### config.mk
export PLATFORM = sky130hd
export DESIGN_NAME = dco_idn
export DESIGN_NICKNAME = d
export VERILOG_FILES = /design/src/rtl/dco_pkg.sv /design/src/rtl/dco_corr_acc.sv /design/src/rtl/dco_idn.sv
export SDC_FILE = /design/constraint.sdc
export NUM_CORES = 1
export LEC_CHECK = 0
export CAP_MARGIN = 25
export CORE_UTILIZATION = 45
export CTS_CLUSTER_SIZE = 10
export DETAILED_ROUTE_END_ITERATION = 12
export PLACE_DENSITY = 0.63
export SETUP_SLACK_MARGIN = 0.4
export SLEW_MARGIN = 5
export SYNTH_ARGS = -nofsm -noshare
export SYNTH_HDL_FRONTEND = slang
export SYNTH_HIERARCHICAL = 1
export SYNTH_SLANG_ARGS = --single-unit
### constraint.sdc
create_clock -name clk -period 5.7 [get_ports clk]
set_input_delay 0.57 -clock clk [delete_from_list [all_inputs] [get_ports clk]]
set_output_delay 0.57 -clock clk [all_outputs]
set_load 0.02 [all_outputs]
### src/rtl/dco_pkg.sv
// rtl/dco_pkg.sv - shared state type and default parameters for the dco_idn oscillator
package dco_pkg;

    typedef enum logic {
        IDLE = 1'b0,
        RUN  = 1'b1
    } dco_state_e;

    localparam int DCO_DIV_N_DEF  = 8;
    localparam int DCO_CORR_W_DEF = 4;

endpackage

### src/rtl/dco_corr_acc.sv
// rtl/dco_corr_acc.sv - saturating signed pending-correction counter with sticky saturation flag
//
// Ports:
//   clk, rst_n             clock, synchronous active-low reset
//   add, sub               one-cycle correction requests (+1 / -1)
//   consume_up, consume_dn a period start consumed a positive / negative correction
//   clr_sat                clears the sticky saturation flag
//   pend                   signed pending correction count (two's complement)
//   sat                    sticky flag, set when an update hits either bound
module dco_corr_acc
    import dco_pkg::*;
#(
    parameter int CORR_W = DCO_CORR_W_DEF
) (
    input  logic              clk,
    input  logic              rst_n,
    input  logic              add,
    input  logic              sub,
    input  logic              consume_up,
    input  logic              consume_dn,
    input  logic              clr_sat,
    output logic [CORR_W-1:0] pend,
    output logic              sat
);

    // Symmetric bounds: the most negative code is never used.
    localparam logic signed [CORR_W+1:0] POS_LIM = (CORR_W+2)'(2**(CORR_W-1) - 1);
    localparam logic signed [CORR_W+1:0] NEG_LIM = -POS_LIM;

    logic [CORR_W-1:0]        pend_q, pend_d;
    logic                     sat_q, sat_d;
    logic signed [CORR_W+1:0] ext, inc, dec, sum;
    logic                     over_hi, over_lo;

    always_comb begin
        // Two guard bits so the sum of up to +/-2 never wraps before the bound test.
        ext = {{2{pend_q[CORR_W-1]}}, pend_q};
        // Two-bit sum of two single-bit terms: {a&b, a^b} == a + b.
        inc = {{CORR_W{1'b0}}, add & consume_dn, add ^ consume_dn};
        dec = {{CORR_W{1'b0}}, sub & consume_up, sub ^ consume_up};
        sum = ext + inc - dec;

        over_hi = (sum > POS_LIM);
        over_lo = (sum < NEG_LIM);

        pend_d = sum[CORR_W-1:0];
        if (over_hi) begin
            pend_d = POS_LIM[CORR_W-1:0];
        end else if (over_lo) begin
            pend_d = NEG_LIM[CORR_W-1:0];
        end

        // A fresh saturation event wins over a simultaneous clear.
        sat_d = (sat_q & ~clr_sat) | over_hi | over_lo;
    end

    always_ff @(posedge clk) begin
        if (!rst_n) begin
            pend_q <= '0;
            sat_q  <= 1'b0;
        end else begin
            pend_q <= pend_d;
            sat_q  <= sat_d;
        end
    end

    assign pend = pend_q;
    assign sat  = sat_q;

endmodule

### src/rtl/dco_idn.sv
// rtl/dco_idn.sv - digitally controlled oscillator with +/-1 clk period corrections
//
// Ports:
//   clk, rst_n     clock, synchronous active-low reset
//   en             run enable (IDLE <-> RUN)
//   add, sub       one-cycle requests to shorten / lengthen one future period by one clk
//   clr_sat        clears the sticky saturation flag
//   dco_clk        registered oscillator output, high for the first DIV_N/2 cycles of a period
//   dco_tick       registered pulse in the first cycle of each period
//   pend           signed pending correction count
//   sat            sticky saturation flag
module dco_idn
    import dco_pkg::*;
#(
    parameter int DIV_N  = DCO_DIV_N_DEF,
    parameter int CORR_W = DCO_CORR_W_DEF
) (
    input  logic              clk,
    input  logic              rst_n,
    input  logic              en,
    input  logic              add,
    input  logic              sub,
    input  logic              clr_sat,
    output logic              dco_clk,
    output logic              dco_tick,
    output logic [CORR_W-1:0] pend,
    output logic              sat
);

    localparam int             CW        = $clog2(DIV_N + 2);
    localparam logic [CW-1:0]  HALF      = CW'(DIV_N / 2);
    localparam logic [CW-1:0]  PER_NOM   = CW'(DIV_N);
    localparam logic [CW-1:0]  PER_SHORT = CW'(DIV_N - 1);
    localparam logic [CW-1:0]  PER_LONG  = CW'(DIV_N + 1);
    localparam logic [CW-1:0]  ONE       = CW'(1);

    dco_state_e        state_q, state_d;
    logic [CW-1:0]     cnt_q, cnt_d;
    logic [CW-1:0]     per_q, per_d;
    logic              dco_clk_q, dco_clk_d;
    logic              dco_tick_q, dco_tick_d;
    logic              start;
    logic              pend_pos, pend_neg;
    logic              consume_up, consume_dn;

    assign pend_pos = ~pend[CORR_W-1] & (|pend);
    assign pend_neg = pend[CORR_W-1];

    always_comb begin
        state_d = state_q;
        cnt_d   = cnt_q;
        per_d   = per_q;
        start   = 1'b0;

        case (state_q)
            IDLE: begin
                if (en) begin
                    state_d = RUN;
                    cnt_d   = '0;
                    start   = 1'b1;
                end
            end
            RUN: begin
                if (!en) begin
                    // Partial period is dropped; its correction (if any) was
                    // already taken at its start, nothing further is consumed.
                    state_d = IDLE;
                    cnt_d   = '0;
                end else if (cnt_q == per_q - ONE) begin
                    cnt_d = '0;
                    start = 1'b1;
                end else begin
                    cnt_d = cnt_q + ONE;
                end
            end
            default: begin
                state_d = IDLE;
                cnt_d   = '0;
            end
        endcase

        consume_up = start & pend_pos;
        consume_dn = start & pend_neg;

        if (start) begin
            if (pend_pos) begin
                per_d = PER_SHORT;
            end else if (pend_neg) begin
                per_d = PER_LONG;
            end else begin
                per_d = PER_NOM;
            end
        end

        // Outputs are registered from next-state so they line up with cnt_q.
        dco_clk_d  = (state_d == RUN) && (cnt_d < HALF);
        dco_tick_d = (state_d == RUN) && (cnt_d == '0);
    end

    always_ff @(posedge clk) begin
        if (!rst_n) begin
            state_q    <= IDLE;
            cnt_q      <= '0;
            per_q      <= PER_NOM;
            dco_clk_q  <= 1'b0;
            dco_tick_q <= 1'b0;
        end else begin
            state_q    <= state_d;
            cnt_q      <= cnt_d;
            per_q      <= per_d;
            dco_clk_q  <= dco_clk_d;
            dco_tick_q <= dco_tick_d;
        end
    end

    dco_corr_acc #(
        .CORR_W(CORR_W)
    ) u_corr_acc (
        .clk       (clk),
        .rst_n     (rst_n),
        .add       (add),
        .sub       (sub),
        .consume_up(consume_up),
        .consume_dn(consume_dn),
        .clr_sat   (clr_sat),
        .pend      (pend),
        .sat       (sat)
    );

    assign dco_clk  = dco_clk_q;
    assign dco_tick = dco_tick_q;

endmodule

==> run_results.csv, run 1 <==
group,metric,value,unit
status,run_status,"complete, no violations",
layout,drive_gt1_frac,0.0547,
clock_tree,post-cts-setup-buffers,0,
logic_synthesis,async_flop_share,0,
clock_tree,cts_tree,"done",
sta,max_freq,0.241,GHz
critical_path,crit_top_cell,"inv_1",
logic_synthesis,synth_edf_count,0,
clock_tree,cts_made_buffers,3,
critical_path,path_cells,"inv_1, ha_1, xor2_1, a41oi_4, nand2b_1, nor3_1, ha_1, inv_1, fa_1, inv_1, fa_1, nor4bb_1, and3_1, or3_1, o21a_1",
floorplan,row_count,17,
route,ant_nets,0,
floorplan,die_x,50.0,um
global_route,grt-ovfl-total,0,
floorplan,io_pins,13,
logic_synthesis,syn_area_per_cell,9.11,um2
critical_path,critPathCaptureType,"flip-flop",
hold_path,hold_class,"flip-flop to flip-flop",
critical_path,cp_max_fo,8,
sta,hold_viol_final,0,
clock_tree,cts_resized,0,
logic_synthesis,syn_area,1040,um2
route,drt-total-wl,1940,um
layout,post-route-util,0.551,
critical_path,cp-start-kind,"flip-flop",
logic_synthesis,yosys_warnings,6,
placement,io_buffers,12,
layout,nets,147,
floorplan,dieArea,2500,um2
logic_synthesis,ys_seq_elements,15,
route,vias,832,
route,drt_iter0_markers,12,
global_route,grt_usage,0.182,
critical_path,crit_required,5880,ps
clock_tree,clock_sinks,15,
hold_path,min_to,"per_q[0]$_SDFFE_PN0P_",
power,ir_worst_vdd,0.308,mV
critical_path,critPathBufInv,3,
sta,finalSetupViolCount,0,
global_route,grt_pass1_wl,3480,um
global_route,antenna_found_initial,0,
clock_tree,htreeDepth,1,
sta,period_needed,4150,ps
power,p_leak,0.535,nW
power,power.density,476,nW/um2
critical_path,slowest_stage,"fa_1",
route,drc,0,
placement,finalWeightedCongestion,0.876,
critical_path,timing.rr.start,"per_q[0]$_SDFFE_PN0P_",
placement,dpl.hpwl,1520,um
sta,tightest_slew,411,ps
route,wl_per_cell,12.4,um
logic_synthesis,syn_inst,114,
layout,ff_latch_area,300,um2
logic_synthesis,ys_seq_area_frac,0.289,
floorplan,start_util,0.474,
floorplan,die_h,50.0,um
logic_synthesis,synth_top_area_frac,0.289,
critical_path,critical-path-max-stage-delay,530,ps
clock_tree,insertion_delay,290,ps
sta,rsz0062_at_grt,"false",
sta,slew_headroom,0.722,
layout,n_fill_cell,203,
critical_path,critical_path_arrival,4320,ps
critical_path,critical_path.top_delay_family,"adder cells",
logic_synthesis,synth_cell_type_count,36,
sta,finalMaxSlewViolations,0,
logic_synthesis,ys_top_cells_by_area,"dfxtp_1, ha_1, inv_1",
global_route,grt_pass1_vias,779,
clock_tree,cts_root_buffer,"clkbuf_4",
layout,multi_input_area,666,um2
hold_path,hold_path_depth,2,
hold_path,hold_path.startpoint,"per_q[0]$_SDFFE_PN0P_",
sta,finClkSkew,9.43,ps
floorplan,coreArea,2190,um2
route,first_pass_iters,4,
layout,area_delta_synth_final,16.3,%
route,vias_per_cell,5.33,
sta,finalCritPeriodShare,0.727,
critical_path,crit_type,"flip-flop to flip-flop",
sta,hold_ws,518,ps
layout,antennaDiodeCount,0,
critical_path,reg2reg_depth,15,
clock_tree,hold_buffers,0,
clock_tree,clockBufferDepth,2,
clock_tree,clkSlewWorstSetupHoldPaths,80,ps
logic_synthesis,synth_largest_area_cell,"dfxtp_1",
global_route,grt_max_degree,12,
flow_run,drv_cap,0,
logic_synthesis,synth_ff_type,"dfxtp_1",
sta,fin_setup_tns,0,ps
logic_synthesis,syn_nets,132,
critical_path,r2r_slack,1550,ps
critical_path,r2r-end,"u_corr_acc/pend[1]$_SDFF_PN0_",
-- worst max-delay path by stage --
stage / start / to / slack (ps) / cells after the start
floorplan: per_q[0]$_SDFFE_PN0P_ / u_corr_acc/pend[1]$_SDFF_PN0_ / 1920 / 16
global placement: per_q[0]$_SDFFE_PN0P_ / u_corr_acc/pend[1]$_SDFF_PN0_ / 1680 / 16
detailed placement: per_q[0]$_SDFFE_PN0P_ / u_corr_acc/pend[1]$_SDFF_PN0_ / 1560 / 15
CTS: per_q[0]$_SDFFE_PN0P_ / u_corr_acc/pend[1]$_SDFF_PN0_ / 1530 / 15
global route: per_q[0]$_SDFFE_PN0P_ / u_corr_acc/pend[2]$_SDFF_PN0_ / 1280 / 16
finish: per_q[0]$_SDFFE_PN0P_ / u_corr_acc/pend[1]$_SDFF_PN0_ / 1550 / 15
-- final cells by class --
cell class	count	share of cell area
multi-input cells	81	0.551
flip-flops and latches	15	0.249
repair buffers	12	0.0995
inverters	16	0.0497
well taps	28	0.0290
clock buffers	4	0.0218
-- worst min-delay path, delay by kind of cell, from the launching register on --
kind / cells / cell delay [ps]
simple gates: 1 / 70
flops: 1 / 350
mux: 1 / 50
-- stage by stage --
stage / instances / cell area (um2) / power [mW] / setup slack, ps
after detailed placement: 152 / 1180 / 0.515 / 1560
final: 156 / 1210 / 0.575 / 1550
after floorplan: 114 / 1040 / 0.426 / 1920
after CTS: 156 / 1210 / 0.577 / 1530
after global placement: 152 / 1180 / 0.511 / 1680
after global routing: 156 / 1210 / 0.632 / 1280
-- layout by cell type (no fill, tap or decap), drive strengths merged, types with 5 or more instances in the layout --
cell,n
dfxtp,15
clkdlybuf4s50,12
inv,16
nor3b,5
nor2,7
a31oi,5
nor3,5
xor2,5
nand2,6
ha,10
-- cell usage after synthesis, drive strengths merged (2+ instances only) --
library cell / instances
nand2: 6
nand2b: 3
and3: 2
nor3: 5
mux2i: 2
nand4b: 3
nor4: 2
a31oi: 5
nor2: 7
fa: 2
ha: 10
xor2: 5
inv: 16
a21oi: 4
buf: 2
dfxtp: 15
nand3: 2
o21a: 2
nor3b: 5
-- flip-flops by register name, indices dropped and copies added, names as in the netlist --
register and cells:
u_corr_acc/pend 4, cnt_q 4, u_corr_acc/sat 1, state_q 1, dco_clk 1, dco_tick 1, per_q 3
-- logic make-up (layout without fill, tap and decap cells) --
group,Yosys count,after routing,synth area share
simple gates,43,43,0.242
xor+xnor,7,7,0.0723
compound gates,16,16,0.134
fa+ha+maj,12,12,0.159
mux,3,3,0.0337
buf+inv,18,32,0.0699
flops,15,15,0.289
-- power by group --
part	internal, mW	switching [mW]
Clock	0.0272	0.0340
Combinational	0.170	0.193
Sequential	0.129	0.0222
-- metal layers --
layer | GRT usage | up-vias | routed length (um)
met3 | 0.0185 | 4 | 34
li1 | - | 432 | -
met2 | 0.267 | 12 | 841
met4 | 0.0857 | 0 | 30
met1 | 0.263 | 384 | 1040
met5 | 0 | - | 0
Note: power is estimated with default switching activity, not from simulation.
==> inputs of run 2 (changes only) <==
clock period = 4.3 ns   (was 5.7 ns; I/O delays follow)
==> run 2 against run 1 <==
Against the previous run:
- first-iteration DRC count is 42% higher
- total power grew 36%
- routed wire length up 4.4%
- cell count increased by 2.6%
- clock power grew 35%
- register-to-register slack got worse by 920 ps
- final area increased by 4.5%
- count of clock-buffer cells in the layout did not move
- critical path type unchanged
- highest routed layer unchanged
==> run_results.csv, run 2 (same netlist as run 1, synthesis figures left out) <==
group,metric,value,unit
sta,setup_slack,635,ps
critical_path,cp-start-kind,"flip-flop",
route,wl_per_cell,12.7,um
layout,n_fill_cell,211,
critical_path,critical_path_arrival,3840,ps
power,ir_worst_vdd,0.432,mV
clock_tree,cts_made_buffers,3,
placement,placed_cell_area,1200,um2
placement,place_inst,154,
status,run_status,"complete, no violations",
clock_tree,insertion_delay,290,ps
floorplan,die_h,50.0,um
floorplan,die_x,50.0,um
clock_tree,clock_sinks,15,
sta,max_freq,0.273,GHz
layout,area_delta_synth_final,21.4,%
critical_path,crit_required,4480,ps
critical_path,reg2reg_depth,16,
critical_path,crit_type,"flip-flop to flip-flop",
clock_tree,cts_root_buffer,"clkbuf_4",
sta,hold_viol_final,0,
clock_tree,clockBufferDepth,2,
global_route,busiest_layer,"met2",
floorplan,coreArea,2190,um2
critical_path,crit_top_cell,"ha_1",
critical_path,path_cells,"inv_1, ha_1, xor2_2, a41oi_4, nand2b_4, nor3_2, ha_1, ha_1, inv_1, ha_1, inv_1, fa_2, nor4bb_1, and3_1, or3_1, o21a_1",
layout,ff_latch_area,302,um2
critical_path,cp.depth,16,
layout,multi_input_area,688,um2
floorplan,dieArea,2500,um2
layout,stdcell_area,1260,um2
route,vias_per_cell,5.31,
global_route,grt-ovfl-total,0,
route,drt-total-wl,2030,um
floorplan,row_count,17,
critical_path,critical_path.top_delay_family,"adder cells",
floorplan,start_util,0.474,
sta,finalMaxSlewViolations,0,
hold_path,hold_path_depth,2,
sta,slew_headroom,0.606,
sta,finalCritPeriodShare,0.852,
route,drt_iter0_markers,17,
critical_path,critPathCaptureType,"flip-flop",
sta,finClkSkew,9.76,ps
layout,final_cell_mix,"inv_1, dfxtp_1, clkdlybuf4s50_1",
global_route,grt_pass1_wl,3700,um
sta,tightest_slew,586,ps
clock_tree,htreeDepth,1,
sta,period_needed,3670,ps
placement,dpl.hpwl,1530,um
placement,dp_slack,354,ps
power,p_leak,0.559,nW
hold_path,hold_class,"flip-flop to flip-flop",
layout,final_cell_count_no_fill,160,
power,finalPower,0.781,mW
sta,rsz0062_at_grt,"false",
floorplan,io_pins,13,
clock_tree,clkSlewWorstSetupHoldPaths,80,ps
global_route,grt_max_degree,12,
power,power.density,619,nW/um2
layout,nets,151,
global_route,grt_util_met1,0.257,
route,ant_nets,0,
route,drc,0,
placement,io_buffers,12,
route,vias,850,
global_route,grt.met3_usage,0.0185,
global_route,met2_usage,0.318,
critical_path,slowest_stage,"dfxtp_2",
placement,finalWeightedCongestion,0.779,
flow_run,drv_cap,0,
sta,fin_setup_tns,0,ps
critical_path,critical-path-max-stage-delay,370,ps
critical_path,cp_max_fo,6,
global_route,grt_usage,0.195,
layout,antennaDiodeCount,0,
sta,hold_ws,494,ps
clock_tree,cts_tree,"done",
layout,post-route-util,0.576,
global_route,grt_pass1_vias,850,
global_route,antenna_found_initial,0,
layout,drive_gt1_frac,0.121,
layout,final_common_cell,"inv_1",
sta,finalSetupViolCount,0,
critical_path,critPathBufInv,3,
route,first_pass_iters,6,
[run 2: cell count changes in the layout (fill, tap and decap cells not counted), sizes merged]
cell  previous run  this run
buf              0         4
[run 2: timing repair]
| action | CTS | global route |
|---|---|---|
| hold buffers | 0 | 0 |
| gates resized for setup | 2 | 3 |
| endpoints found under the hold margin | 0 | 0 |
| endpoints found under the setup margin | 2 | 4 |
| setup buffers | 0 | 2 |
| pin swaps | 0 | 1 |
[run 2: cell type report]
| class | count | area share |
|---|---|---|
| inverters | 16 | 0.0476 |
| well taps | 28 | 0.0278 |
| flip-flops and latches | 15 | 0.239 |
| multi-input cells | 81 | 0.546 |
| repair buffers | 16 | 0.119 |
| clock buffers | 4 | 0.0208 |
[run 2: path summary, 6_finish.rpt]
check                             start                            end  slack [ps]
setup / recovery  per_q[0]$_SDFFE_PN0P_  u_corr_acc/pend[1]$_SDFF_PN0_         630
hold / removal    per_q[0]$_SDFFE_PN0P_          per_q[0]$_SDFFE_PN0P_         490
setup reg to reg  per_q[0]$_SDFFE_PN0P_  u_corr_acc/pend[1]$_SDFF_PN0_         630
hold reg to reg   per_q[0]$_SDFFE_PN0P_          per_q[0]$_SDFFE_PN0P_         490
[run 2: worst min-delay path, delay by kind of cell (launching register included)]
family	cells	cell delay, ps
flip-flops	1	350
AND/OR/NAND/NOR	1	60
multiplexers	1	60
[run 2: where the power goes]
group          total, mW  switching (mW)  leakage [nW]  internal (mW)
Combinational      0.497           0.263         0.420          0.235
Clock             0.0823          0.0463        0.0150         0.0360
Sequential         0.201          0.0304         0.124          0.171
Total              0.781           0.339         0.559          0.442
[run 2: routing by layer]
metal,vias to the layer above,share of wire
li1,438,-
met1,394,0.49
met5,-,0
met3,2,0.024
met4,0,0.010
met2,16,0.47
